[src/rtl/int_math_seq_pkg.sv]
// Shared types for the iterative integer math unit: operation codes, FSM states
// and the per-operation iteration count.
package int_math_seq_pkg;

  typedef enum logic [1:0] {
    ModeClog2 = 2'd0,
    ModeFlog2 = 2'd1,
    ModeIsqrt = 2'd2,
    ModeRsvd  = 2'd3
  } mode_e;

  typedef enum logic [1:0] {
    StIdle = 2'd0,
    StBusy = 2'd1,
    StDone = 2'd2
  } state_e;

  // Number of BUSY iterations before the result is latched; the reserved
  // mode does none, so its result appears one cycle after accept.
  function automatic int unsigned iter_count(mode_e mode, int unsigned width);
    case (mode)
      ModeClog2, ModeFlog2: return width;
      ModeIsqrt:            return width / 2;
      default:              return 0;
    endcase
  endfunction

endpackage

[src/rtl/int_math_seq_isqrt_step.sv]
// One restoring square-root iteration: bring down the next operand bit pair,
// try subtracting 4*root+1 and append the resulting root bit.
module int_math_seq_isqrt_step #(
  parameter int unsigned WIDTH = 32
) (
  input  logic [WIDTH/2+1:0] rem_in,
  input  logic [WIDTH/2-1:0] root_in,
  input  logic [1:0]         pair_in,
  output logic [WIDTH/2+1:0] rem_out,
  output logic [WIDTH/2-1:0] root_out
);

  localparam int unsigned HalfW = WIDTH / 2;
  localparam int unsigned RemW  = HalfW + 2;

  logic [RemW-1:0] w_cand;
  logic [RemW-1:0] w_trial;

  // Trial subtraction; the remainder bound keeps the shifted-out bits zero.
  always_comb begin
    w_cand  = (rem_in << 2) | {{(RemW-2){1'b0}}, pair_in};
    w_trial = {root_in, 2'b01};
    if (w_cand >= w_trial) begin
      rem_out  = w_cand - w_trial;
      root_out = (root_in << 1) | {{(HalfW-1){1'b0}}, 1'b1};
    end else begin
      rem_out  = w_cand;
      root_out = root_in << 1;
    end
  end

endmodule

[src/rtl/int_math_seq.sv]
// Run-time iterative CLOG2 / FLOG2 / ISQRT unit with valid/ready on both sides.
// One operation in flight; the result is held until downstream accepts it.
module int_math_seq
  import int_math_seq_pkg::*;
#(
  parameter int unsigned WIDTH = 32
) (
  input  logic             clk,
  input  logic             rst,
  input  logic             in_valid,
  output logic             in_ready,
  input  logic [1:0]       in_mode,
  input  logic [WIDTH-1:0] in_data,
  output logic             out_valid,
  input  logic             out_ready,
  output logic [WIDTH-1:0] out_data,
  output logic             out_err
);

  localparam int unsigned CntW  = $clog2(WIDTH) + 1;
  localparam int unsigned HalfW = WIDTH / 2;
  localparam int unsigned RemW  = HalfW + 2;

  state_e           r_state;
  mode_e            r_mode;
  logic [WIDTH-1:0] r_opnd;
  logic [CntW-1:0]  r_cnt;
  logic [CntW-1:0]  r_limit;
  logic             r_found;
  logic [CntW-1:0]  r_idx;
  logic [RemW-1:0]  r_rem;
  logic [HalfW-1:0] r_root;
  logic             r_out_valid;
  logic [WIDTH-1:0] r_out_data;
  logic             r_out_err;

  logic [RemW-1:0]  w_rem_nxt;
  logic [HalfW-1:0] w_root_nxt;

  int_math_seq_isqrt_step #(
    .WIDTH (WIDTH)
  ) u_isqrt_step (
    .rem_in   (r_rem),
    .root_in  (r_root),
    .pair_in  (r_opnd[WIDTH-1 -: 2]),
    .rem_out  (w_rem_nxt),
    .root_out (w_root_nxt)
  );

  // Accept only when idle; depends on state alone.
  assign in_ready  = (r_state == StIdle);
  assign out_valid = r_out_valid;
  assign out_data  = r_out_data;
  assign out_err   = r_out_err;

  // Control FSM, operand shifter, iteration counter and result registers.
  always_ff @(posedge clk) begin
    if (rst) begin
      r_state     <= StIdle;
      r_mode      <= ModeClog2;
      r_opnd      <= '0;
      r_cnt       <= '0;
      r_limit     <= '0;
      r_found     <= 1'b0;
      r_idx       <= '0;
      r_rem       <= '0;
      r_root      <= '0;
      r_out_valid <= 1'b0;
      r_out_data  <= '0;
      r_out_err   <= 1'b0;
    end else begin
      case (r_state)
        StIdle: begin
          if (in_valid) begin
            r_mode  <= mode_e'(in_mode);
            r_cnt   <= '0;
            r_limit <= CntW'(iter_count(mode_e'(in_mode), WIDTH));
            r_found <= 1'b0;
            r_idx   <= '0;
            r_rem   <= '0;
            r_root  <= '0;
            // CLOG2(x) = FLOG2(x-1)+1; x<=1 leaves nothing set so the result is 0.
            if (mode_e'(in_mode) == ModeClog2) begin
              r_opnd <= (in_data == '0) ? '0 : in_data - WIDTH'(1);
            end else begin
              r_opnd <= in_data;
            end
            r_state <= StBusy;
          end
        end
        StBusy: begin
          if (r_cnt == r_limit) begin
            r_out_valid <= 1'b1;
            r_state     <= StDone;
            case (r_mode)
              ModeClog2: begin
                r_out_data <= r_found ? WIDTH'(r_idx) + WIDTH'(1) : '0;
                r_out_err  <= 1'b0;
              end
              ModeFlog2: begin
                r_out_data <= WIDTH'(r_idx);
                r_out_err  <= ~r_found;
              end
              ModeIsqrt: begin
                r_out_data <= {{(WIDTH-HalfW){1'b0}}, r_root};
                r_out_err  <= 1'b0;
              end
              default: begin
                r_out_data <= '0;
                r_out_err  <= 1'b1;
              end
            endcase
          end else begin
            r_cnt <= r_cnt + CntW'(1);
            case (r_mode)
              ModeClog2, ModeFlog2: begin
                // LSB-first scan; the last set bit seen is the highest one.
                if (r_opnd[0]) begin
                  r_found <= 1'b1;
                  r_idx   <= r_cnt;
                end
                r_opnd <= r_opnd >> 1;
              end
              ModeIsqrt: begin
                r_rem  <= w_rem_nxt;
                r_root <= w_root_nxt;
                r_opnd <= r_opnd << 2;
              end
              default: ;
            endcase
          end
        end
        StDone: begin
          if (out_ready) begin
            r_out_valid <= 1'b0;
            r_state     <= StIdle;
          end
        end
        default: r_state <= StIdle;
      endcase
    end
  end

endmodule

[config.mk]
export PLATFORM = sky130hd
export DESIGN_NAME = int_math_seq
export DESIGN_NICKNAME = d
export VERILOG_FILES = /design/src/rtl/int_math_seq_pkg.sv /design/src/rtl/int_math_seq_isqrt_step.sv /design/src/rtl/int_math_seq.sv
export SDC_FILE = /design/constraint.sdc
export NUM_CORES = 1
export LEC_CHECK = 0
export CORE_UTILIZATION = 49
export CTS_BUF_LIST = sky130_fd_sc_hd__clkbuf_8
export CTS_CLUSTER_DIAMETER = 80
export DETAILED_ROUTE_END_ITERATION = 12
export MAX_ROUTING_LAYER = met4
export PLACE_DENSITY = 0.77
export SKIP_CTS_REPAIR_TIMING = 1
export SLEW_MARGIN = 10
export SYNTH_ARGS = -nofsm -noshare
export SYNTH_HDL_FRONTEND = slang
export SYNTH_SLANG_ARGS = --single-unit
[constraint.sdc]
create_clock -name clk -period 7.7 [get_ports clk]
set_clock_uncertainty 0.2 [all_clocks]
set_input_delay 1.54 -clock clk [delete_from_list [all_inputs] [get_ports clk]]
set_output_delay 1.54 -clock clk [all_outputs]
set_load 0.01 [all_outputs]
==> results.md, run 1 <==
| Item | Value |
|:---|:---|
| Max-slew headroom at the worst pin | 0.234 |
| Maximum number of pins on one net before global-route repair | 85 |
| CTS tree | yes |
| Final critical-path share of the clock period | 0.589 |
| CP startpoint kind | input pin |
| Unrepaired setup endpoints after global routing | false |
| Number of H-tree levels | 3 |
| Routed wirelength normalized by instance count | 14.3 um |
| Count of inserted antenna diode cells | 0 |
| Commonest non-fill, non-tap cell in the layout | nand2_1 |
| Post-route minimum period | 4540 ps |
| Clk pwr share | 0.304 |
| Detailed-routing iteration count for the pre-antenna-repair pass | 5 |
| First-pass GRT wire length | 25,100 um |
| Chip height | 114 um |
| Count of routing violations after the opening detailed-route iteration | 392 |
| Starting density of the core | 0.508 |
| Worst Max-Slew Pin Slew | 1140 ps |
| Input/output buffers | 56 |
| Endpoint required time on the critical path | 7730 ps |
| Antenna violations before repair | 0 |
| Fraction of layout instances using a drive strength above 1 | 0.0429 |
| Power per cell area | 173 nW/um^2 |
| Uppermost layer routed | met4 |
| Number of routed nets with antenna violations | 0 |
| Element type at the critical path end | flop |
| Main flop type after synthesis | dfxtp_1 |
| Vias in the first global route | 5,206 |
| Routability Congestion | 0.846 |
| Met3 WL post-DR | 923 um |
| Critical setup path kind | input pin to flop |
| Sequential cell area | 2020 sq um |
| TritonCTS buffer count | 9 |
| WL final | 14,800 um |
| Most frequent cells in the layout | 120 x nand2_1, 101 x dfxtp_1, 93 x nor2_1, 83 x a21oi_1, 55 x clkdlybuf4s50_1 |
| Hold WS | 258 ps |
| Area occupied by multi-input gates | 3810 sq um |
| Power share of the combinational group | 0.222 |
| Sinks on Clock Net | 101 |
| Final setup violation count | 0 |
| Post-synthesis sequential element count | 101 |
| Power Internal | 0.824 mW |
| Growth of design area from synthesis to finish | 13.2% |
| Post-synth design cell area | 6180 sq um |
| Hpwl dp | 10,400 um |
| Warnings, synthesis | 0 |
| CTS Root Buffer Type | clkbuf_8 |
| Total number of placement rows | 40 |
| Total via count after detailed routing | 5,938 |
| Area inside the core boundary | 12,200 sq um |
| Nets | 918 |
| Synthesized area divided by synthesized cell count | 7.44 sq um |
| Highest fanout seen on the critical path | 13 |
| Static Leak | 2.56 nW |
| Drc violations | 0 |
| Area of the die | 13,100 sq um |
| Width of the chip | 114 um |
| Switching power summed over all nets | 0.384 mW |
| Switching share of power | 0.318 |
| Proportion of synthesized flip-flops having asynchronous set or reset | 0 |
| Filler cell count | 1,172 |
| Vias per inst | 5.76 |
| Classification of the worst-slack hold path | flop to flop |
| Number of max-capacitance violations reported | 0 |
| Hold Violations, Final | 0 |
| Synth unique cells | 63 |
| Congestion Overflow GR | 0 |
| Post-synthesis sequential area ratio | 0.327 |
| IO Pins | 73 |
| Status | finished clean |
| Share of total power in sequential cells | 0.474 |
| Critical path arrival | 4570 ps |
| Insertion delay to the later sink of the worst-skew pair | 380 ps |
| Slew Viols, Final | 0 |
| Total track usage | 0.243 |
| FMAX | 220 MHz |
| EDFF count, synth | 0 |
| Detail Route met2 WL | 6700 um |
| Clock slew at the register clock pins of the worst setup and hold paths | 110 ps |
| Setup_tns | 0 ps |
| Clock Tree Buf Depth | 2 |
| Worst ir drop on vdd | 0.108 mV |
| Syn Inst Count | 830 |
| Total routed wire length on the met1 layer | 6960 um |
[power groups by stage]
stage / clock network, mW / logic (mW) / registers, mW
after CTS: 0.371 / 0.266 / 0.572
final: 0.368 / 0.268 / 0.572
after global placement: 0 / 0.263 / 0.584
after detailed placement: 0 / 0.265 / 0.584
after floorplan: 0 / 0.194 / 0.578
after global routing: 0.395 / 0.299 / 0.577
[kinds of logic (layout without fill, tap and decap cells)]
group                    count (synthesis)  after routing  share of synthesized area
multiplexers                            18             18                     0.0294
AO/OA/AOI/OAI                          237            237                      0.245
other                                    1             16                   0.000607
flip-flops                             101            101                      0.327
AND/OR/NAND/NOR                        325            325                      0.239
adder cells (fa/ha/maj)                 22             22                     0.0446
buffers and inverters                   92            110                     0.0658
XOR/XNOR                                34             34                     0.0482
[registers in the layout, summed over array words and instances (netlist names)]
register	cells
r_opnd	32
out_data	16
r_rem	16
r_root	16
r_cnt	6
r_idx	6
r_limit	2
r_mode	2
r_state	2
out_err	1
out_valid	1
r_found	1
[critical path, stage by stage]
cell and delay (ps):
clkdlybuf4s50_1 460, inv_1 90, ha_1 170, nor4b_1 550, nand4_1 480, nor4_1 590
nor2_1 210, buf_4 240, a21oi_1 150, a211oi_1 90
[cell usage after synthesis, types with 10 or more instances]
cell      count  area (sq um)
a22oi_1      17           128
nor3_1       32           160
o31a_1       10          87.6
o21ai_0      43           215
o211ai_1     10          75.1
nand3_1      17          85.1
a211oi_1     20           150
nand4_1      11          68.8
clkbuf_1     44           165
nand2_1     120           450
mux2i_1      17           170
inv_1        28           105
ha_1         22           275
xnor2_1      11          96.3
dfxtp_1     101          2020
xor2_1       23           201
nor2_1       93           349
buf_4        16           120
a21oi_1      83           415
[per-stage QoR]
stage | total power, mW | util | instances | worst slack [ps] | cell area (sq um)
6_report | 1.21 | 0.575 | 1031 | 3160 | 6990
5_1_grt | 1.27 | 0.575 | 1031 | 2820 | 6990
4_1_cts | 1.21 | 0.575 | 1031 | 3160 | 6990
3_5_place_dp | 0.849 | 0.557 | 1015 | 2750 | 6780
3_3_place_gp | 0.846 | 0.557 | 1015 | 2810 | 6780
2_1_floorplan | 0.772 | - | 845 | 3520 | 6230
[final timing paths]
kind	startpoint	to	slack, ps	depth (start not counted)
hold reg to reg	out_err$_SDFFE_PP0P_	out_err$_SDFFE_PP0P_	260	2
hold / removal	out_err$_SDFFE_PP0P_	out_err$_SDFFE_PP0P_	260	2
setup / recovery	in_data[0]	r_opnd[13]$_SDFFE_PP0P_	3160	10
setup reg to reg	r_root[10]$_SDFFE_PP0P_	r_rem[1]$_SDFFE_PP0P_	4460	8
[layer usage]
layer  global-route usage  up-vias
li1                     -     2996
met1                0.336     2725
met2                0.372      203
met3               0.0307       14
met4               0.0701        0
met5                    -        -
[cell type report]
cell class,instances,area share
well taps,168,0.0301
multi-input cells,652,0.545
flip-flops and latches,101,0.289
clock buffers,10,0.0197
repair buffers,66,0.0902
inverters,28,0.0150
clock inverters,6,0.0109
Power figures use the tool's default switching activity.
==> run 2: changes to the inputs <==
clock period = 4.24 ns   (was 7.7 ns; I/O delays follow)
==> results.md, run 2 (same netlist as run 1, synthesis figures left out) <==
| Item | Value |
|:---|:---|
| Buf+Inv Stages, Crit Path | 1 |
| TritonCTS buffer count | 9 |
| Commonest non-fill, non-tap cell in the layout | nand2_1 |
| Vias per inst | 5.73 |
| Slew Viols, Final | 0 |
| Power per cell area | 306 nW/um^2 |
| IO Pins | 73 |
| Nets | 933 |
| Starting density of the core | 0.508 |
| Setup_tns | 0 ps |
| Growth of design area from synthesis to finish | 14.8% |
| Number of max-capacitance violations reported | 0 |
| Drc violations | 0 |
| Highest fanout seen on the critical path | 6 |
| Largest incremental delay on the critical path | 600 ps |
| Critical-path cell list | clkdlybuf4s50_1 > or4_4 > or4_1 > or4_1 > or4b_1 > a31oi_1 > o21a_1 |
| Routed wirelength normalized by instance count | 14.2 um |
| Static Leak | 2.62 nW |
| Reg-to-reg critical path endpoint | out_data[12]$_SDFFE_PP0P_ |
| Count of inserted antenna diode cells | 0 |
| Total track usage | 0.238 |
| WL final | 14,800 um |
| Count of routing violations after the opening detailed-route iteration | 479 |
| Worst ir drop on vdd | 0.137 mV |
| Area inside the core boundary | 12,200 sq um |
| Vias in the first global route | 4,933 |
| Width of the chip | 114 um |
| CP startpoint kind | input pin |
| Number of H-tree levels | 3 |
| FMAX | 270 MHz |
| Worst reg2reg setup slack | 1170 ps |
| Input/output buffers | 56 |
| Uppermost layer routed | met4 |
| Classification of the worst-slack hold path | flop to flop |
| Largest register FFs | 32 |
| Chip height | 114 um |
| Congestion Overflow GR | 0 |
| Antenna violations before repair | 0 |
| Number of routed nets with antenna violations | 0 |
| Slowest cell on the critical path | or4_1 |
| Depth of the worst hold-timing path | 2 |
| Total number of placement rows | 40 |
| Clock Tree Buf Depth | 2 |
| Final critical-path share of the clock period | 0.873 |
| Status | finished clean |
| First-pass GRT wire length | 24,200 um |
| Worst reg2reg path startpoint | r_cnt[0]$_SDFFE_PP0P_ |
| Cell count of the worst reg-to-reg path | 8 |
| Util after Layout | 0.583 |
| CTS Root Buffer Type | clkbuf_8 |
| Total routed wire length on the met1 layer | 7210 um |
| Post-route minimum period | 3700 ps |
| Worst-case hold path end point | out_err$_SDFFE_PP0P_ |
| Fraction of layout instances using a drive strength above 1 | 0.0581 |
| Total via count after detailed routing | 5,994 |
| Insertion delay to the later sink of the worst-skew pair | 380 ps |
| Final Worst Setup Slack | 540 ps |
| Hold Violations, Final | 0 |
| CTS tree | yes |
| Detail Route met2 WL | 6630 um |
| Maximum number of pins on one net before global-route repair | 48 |
| Worst setup slack after placement | 185 ps |
| Unrepaired setup endpoints after global routing | false |
| Biggest register | r_opnd |
| Worst Max-Slew Pin Slew | 1210 ps |
| Detailed-routing iteration count for the pre-antenna-repair pass | 5 |
| Hold WS | 266 ps |
| Element type at the critical path end | flop |
| Routability Congestion | 0.906 |
| Top cell by count, worst path | or4_1 |
| Hpwl dp | 10,500 um |
| Final setup violation count | 0 |
| Met3 WL post-DR | 806 um |
| Most frequent cells in the layout | 120 x nand2_1, 101 x dfxtp_1, 93 x nor2_1, 83 x a21oi_1, 55 x clkdlybuf4s50_1 |
| Critical setup path kind | input pin to flop |
| Crit-path leading delay family | simple AND/OR/NAND/NOR gates |
| Max-slew headroom at the worst pin | 0.189 |
| Clock slew at the register clock pins of the worst setup and hold paths | 100 ps |
| Endpoint required time on the critical path | 4360 ps |
| Sinks on Clock Net | 101 |
| Critical path arrival | 3820 ps |
| Area of the die | 13,100 sq um |
| Launch point of the worst hold path | out_err$_SDFFE_PP0P_ |
## run 2: cell count changes in the layout (fill, tap and decap cells not counted)
cell        before  now
clkinvlp_4       0    2
inv_8            1    0
inv_1           28   29
clkinv_4         2    1
clkbuf_8        10    9
buf_4           10   25
## run 2: how the worst max path moves through the flow
stage	startpoint	end	slack, ps	cells past startpoint
floorplan	in_data[14]	r_opnd[31]$_SDFFE_PP0P_	750	7
global placement	in_data[12]	r_opnd[31]$_SDFFE_PP0P_	220	7
detailed placement	in_data[12]	r_opnd[31]$_SDFFE_PP0P_	180	7
CTS	in_data[12]	r_opnd[31]$_SDFFE_PP0P_	570	7
global route	in_data[12]	r_opnd[31]$_SDFFE_PP0P_	440	7
finish	in_data[12]	r_opnd[31]$_SDFFE_PP0P_	540	7
## run 2: area by class of cell
| cell class | instances | area, sq um |
|---|---|---|
| repair buffers | 81 | 743 |
| multi-input cells | 652 | 3810 |
| clock buffers | 9 | 124 |
| well taps | 168 | 210 |
| fillers | 1149 | 5070 |
| clock inverters | 7 | 75.1 |
| flip-flops and latches | 101 | 2020 |
| inverters | 28 | 105 |
## run 2: worst register-to-register path, cell delays in order, from the launching register on
cell     delay [ps]
dfxtp_1         380
inv_1            80
ha_1            130
or3b_2          480
nor3_1          330
nand2_1         500
nor2_1          640
a22oi_1         140
nor2_1          120
## run 2: report_power, final
part,internal [mW],switching (mW)
registers,0.997,0.0420
clock network,0.276,0.356
logic,0.207,0.290
## run 2: stage by stage
stage	area, sq um	total power, mW	std cells
after floorplan	6230	1.40	845
after global placement	6890	1.55	1030
after detailed placement	6890	1.55	1030
after CTS	7090	2.18	1046
after global routing	7090	2.28	1046
final	7090	2.17	1046
## run 2: routing by layer
layer	global-route usage	vias up
met5	-	-
met4	0.0753	0
met3	0.0376	14
met2	0.354	193
met1	0.329	2758
li1	-	3029
==> RTL change 1 (settings of run 2) <==
`WIDTH` is set to 32 in 2 places; all go to 64.
--- a/src/rtl/int_math_seq_isqrt_step.sv
+++ b/src/rtl/int_math_seq_isqrt_step.sv
@@ -1,7 +1,7 @@
 // One restoring square-root iteration: bring down the next operand bit pair,
 // try subtracting 4*root+1 and append the resulting root bit.
 module int_math_seq_isqrt_step #(
-  parameter int unsigned WIDTH = 32
+  parameter int unsigned WIDTH = 64
 ) (
   input  logic [WIDTH/2+1:0] rem_in,
   input  logic [WIDTH/2-1:0] root_in,
--- a/src/rtl/int_math_seq.sv
+++ b/src/rtl/int_math_seq.sv
@@ -3,7 +3,7 @@
 module int_math_seq
   import int_math_seq_pkg::*;
 #(
-  parameter int unsigned WIDTH = 32
+  parameter int unsigned WIDTH = 64
 ) (
   input  logic             clk,
   input  logic             rst,
Ports: changed (resized in_data and out_data); port bits go from 73 to 137. The function was not compared with the original's and may differ.
==> RTL change 1 against run 2 <==
Synthesized cell count is 79% higher. Combinational power grew to 8.6 times the old value. Setup slack worse by 380 ps. Utilization is 0.071 points higher. Routed wire length is 94% higher. Power grew to 3.5 times the old value. Area after synthesis is 84% higher. Sequential cell count is 82 higher. Design area is 86% higher. Critical endpoint is now r_opnd[19]. Largest cell class unchanged. Largest power group is now combinational cells.
==> RTL change 1: results <==
export IMPL_antenna_found_initial=0
export IMPL_hp_start="out_data[17]"
export IMPL_timing_rr_end="r_rem[27]"
export IMPL_clock_latency_ps=480
export IMPL_final_nets=1688
export IMPL_seq_area_frac_synth_pct=32.3
export IMPL_wl_mm=28.8
export IMPL_clk_pin_slew_ps=110
export IMPL_drt_pass1_iterations=5
export IMPL_hold_class="flip-flop to flip-flop"
export IMPL_drive_gt1_share_pct=8.16
export IMPL_root_buffer="clkbuf_8"
export IMPL_grt_overflow=0
export IMPL_grt_pass1_vias=10100
export IMPL_stdcell_count=1878
export IMPL_critPathLaunch="in_data[28]"
export IMPL_final_max_slew_viol_count=0
export IMPL_worst_setup_path_start_kind="primary input"
export IMPL_synthArstFlopShare_pct=0
export IMPL_ys_warn_count=0
export IMPL_place_gp_congestion=0.903
export IMPL_path_max_fanout=10
export IMPL_ctsLongestPathBuffers=2
export IMPL_rrSetupSlack_ps=550
export IMPL_regMostFlops="r_opnd"
export IMPL_dp_worst_setup_slack_ps=-322
export IMPL_largest_reg_flops=64
export IMPL_r2r_cells=10
export IMPL_port_buffers=104
export IMPL_n_antenna_cell=0
export IMPL_synth_adder_area_share_pct=4.20
export IMPL_synth_xor_area_share_pct=7.34
export IMPL_vdd_ir_drop_worst_mv=0.676
export IMPL_critPathCapture="r_opnd[19]"
export IMPL_grt_first_pass_wirelength_mm=48.4
export IMPL_max_slew_margin_pct=33.0
export IMPL_p_leak_uw=0.00513
export IMPL_vias=10800
export IMPL_worst_r2r_startpoint="r_cnt[0]"
export IMPL_grt_usage_pct=25.4
export IMPL_synth_top_family_by_area="simple AND/OR/NAND/NOR gates"
export IMPL_fillers=2071
export IMPL_yosys_top_cells_area="dfxtp_1, a21oi_1, nor2_1, mux2i_1, nand2_1"
export IMPL_crit_arrival_ps=4220
export IMPL_synthCells=1488
export IMPL_outcome="complete, no violations"
export IMPL_grt_max_degree=112
export IMPL_synth_common_cells="dfxtp_1, nor2_1, nand2_1"
export IMPL_synth_compound_area_share_pct=21.0
export IMPL_synth_distinct_cells=62
export IMPL_dp_cells=1846
export IMPL_cts_max_level=4
export IMPL_drt_iter0_drc=590
export IMPL_synth_area_mux_share_pct=5.49
export IMPL_max_clock_freq_mhz=245
export IMPL_dp_hpwl_mm=20.3
export IMPL_numCtsBuffers=17
RTL change 1: changes by cell type in the layout (fill, tap and decap cells not counted), moves of 20 or more:
cell and change:
o21ai_1 +20, dfxtp_1 +82, o21ai_0 +42, a21oi_1 +56, nand2_1 +38, mux2i_1 +44, xnor2_1 +35, clkdlybuf4s50_1 +48
nand3_1 +40, xor2_1 +26, buf_4 +39, o221ai_1 +30, nor2_1 +80
RTL change 1: cell families (layout without fill, tap and decap cells):
logic type,count (synthesis),in the layout
adders and majority gates,38,38
buffers and inverters,174,248
other,1,32
DFF,183,183
xor gates and xnor gates,95,95
AOI/OAI and AO/OA,395,395
and+or+nand+nor,540,540
muxes,62,62
RTL change 1: through the flow:
step	cell area (um2)	TNS, ps
4_1_cts	13200	0
3_3_place_gp	12800	-10560
5_1_grt	13200	0
2_1_floorplan	11400	0
6_report	13200	0
3_5_place_dp	12800	-13760
RTL change 1: worst max-delay path, cell delays in order:
cell	delay, ps
clkdlybuf4s50_1	420
or4_4	540
or4_1	520
or4_4	560
or3_1	430
nor3_2	140
or2_1	210
buf_4	220
o221ai_1	150
o21ai_0	120
nor2_1	50
RTL change 1: worst min-delay path by stage:
stage                         to  slack (ps)  cells past startpoint
finish              out_data[17]         260                      2
global placement    out_data[16]         240                      2
detailed placement  out_data[14]         250                      2
global route        out_data[10]         280                      2
floorplan              r_rem[30]         240                      2
CTS                 out_data[14]         260                      2
RTL change 1: per-layer routing:
| layer | up-vias | global-route usage [%] | part of all wire, % |
|---|---|---|---|
| met2 | 309 | 42.6 | 49 |
| met4 | 0 | 9.33 | 2.4 |
| met3 | 49 | 3.75 | 4.8 |
| li1 | 5376 | - | - |
| met5 | - | - | 0 |
| met1 | 5040 | 30.9 | 44 |
RTL change 1: layout make-up:
class / instances / area, um2 / area share [%]
tap: 285 / 357 / 2.70
inverter: 46 / 173 / 1.31
clock buffer: 19 / 262 / 1.98
multi-input combinational: 1162 / 7020 / 53.1
sequential: 183 / 3660 / 27.7
clock inverter: 13 / 170 / 1.29
timing repair buffer: 170 / 1570 / 11.9
RTL change 1: where the power goes:
group / internal [uW] / switching [uW] / leakage [uW]
logic: 1900 / 2360 / 0.00343
registers: 1860 / 126 / 0.00149
clock network: 620 / 670 / 0.000209
==> RTL change 2 (flow settings as in run 2) <==
Without the edit above. Put one more register stage on the output `out_err`, without a reset. The value now appears one clock later. The other outputs are not delayed to match.
--- a/src/rtl/int_math_seq.sv
+++ b/src/rtl/int_math_seq.sv
@@ -51,7 +51,9 @@
   assign in_ready  = (r_state == StIdle);
   assign out_valid = r_out_valid;
   assign out_data  = r_out_data;
-  assign out_err   = r_out_err;
+  always_ff @(posedge clk) begin
+    out_err <= r_out_err;
+  end
 
   // Control FSM, operand shifter, iteration counter and result registers.
   always_ff @(posedge clk) begin
Behaviour: not the same (a bounded check fails within 4 cycles, from zero or initial values and one cycle with rst high).
==> RTL change 2 against run 2 <==
Count of clock-buffer cells in the layout did not move. Setup slack better by 36 ps. Die area is 0.32% higher. Routed wire length down 0.47%. Design area rose by 0.25%. Sequential cell count rose by 1. Fmax increased by 0.99%. Area after synthesis increased by 0.32%. Final cell count grew 0.29%. Power fell by 1.7%. Global-route usage grew 0.73 points. Critical path type unchanged. Critical endpoint unchanged. Largest power group unchanged.
==> RTL change 2: results <==
export IMPL_grt_usage_pct=24.5
export IMPL_r2r_cells=9
export IMPL_fillers=1141
export IMPL_grt_max_degree=40
export IMPL_yosys_top_cells_area="dfxtp_1, nand2_1, a21oi_1, nor2_1, ha_1"
export IMPL_power_frac_comb_pct=23.3
export IMPL_stdcell_area_um2=7110
export IMPL_place_gp_congestion=0.934
export IMPL_n_all_buffers=83
export IMPL_wl_mm=14.8
export IMPL_drt_iter0_drc=402
export IMPL_crit_arrival_ps=3790
export IMPL_hold_ws_ps=158
export IMPL_grt_pass1_vias=5234
export IMPL_synth_area_mux_share_pct=2.93
export IMPL_rrSetupSlack_ps=1190
export IMPL_p_int_uw=1440
export IMPL_seqPwrFrac_pct=49.2
export IMPL_p_leak_uw=0.00263
export IMPL_clock_cell_area_share_pct=2.55
export IMPL_seq_area_frac_synth_pct=33.0
export IMPL_min_to="out_err"
export IMPL_hp_start="r_out_err"
export IMPL_synth_common_cells="nand2_1, dfxtp_1, nor2_1"
export IMPL_worst_r2r_startpoint="r_root[10]"
export IMPL_regArea_um2=2040
export IMPL_vdd_ir_drop_worst_mv=0.147
export IMPL_timing_rr_end="r_rem[9]"
export IMPL_drt_pass1_iterations=6
export IMPL_max_slew_margin_pct=53.1
export IMPL_synth_adder_area_share_pct=4.44
export IMPL_buffer_area_share_pct=10.7
export IMPL_dpl_cell_area_um2=6920
export IMPL_outcome="complete, no violations"
export IMPL_grt_first_pass_wirelength_mm=25.0
-- RTL change 2: worst reg2reg max path: stages, from the launching register on --
cell	delay, ps
dfxtp_1	370
inv_1	70
ha_1	440
nand4_1	160
nor2_1	170
a21boi_0	340
o31a_1	610
buf_4	310
mux2i_1	190
o21ai_0	80
-- RTL change 2: stage by stage --
step,utilization (%),setup WS (ps),cells,power (uW)
global placement,56.9,222,1033,1560
floorplan,-,755,846,1410
detailed placement,56.9,199,1033,1560
finish,58.4,576,1049,2130
global route,58.4,486,1049,2240
CTS,58.4,593,1049,2150
-- RTL change 2: routing by layer --
| layer | GRT usage [%] | wire, um | up-vias |
|---|---|---|---|
| li1 | - | - | 3050 |
| met3 | 2.65 | 640 | 22 |
| met2 | 38.0 | 6680 | 175 |
| met1 | 32.6 | 7130 | 2692 |
| met5 | - | 0 | - |
| met4 | 9.96 | 309 | 0 |
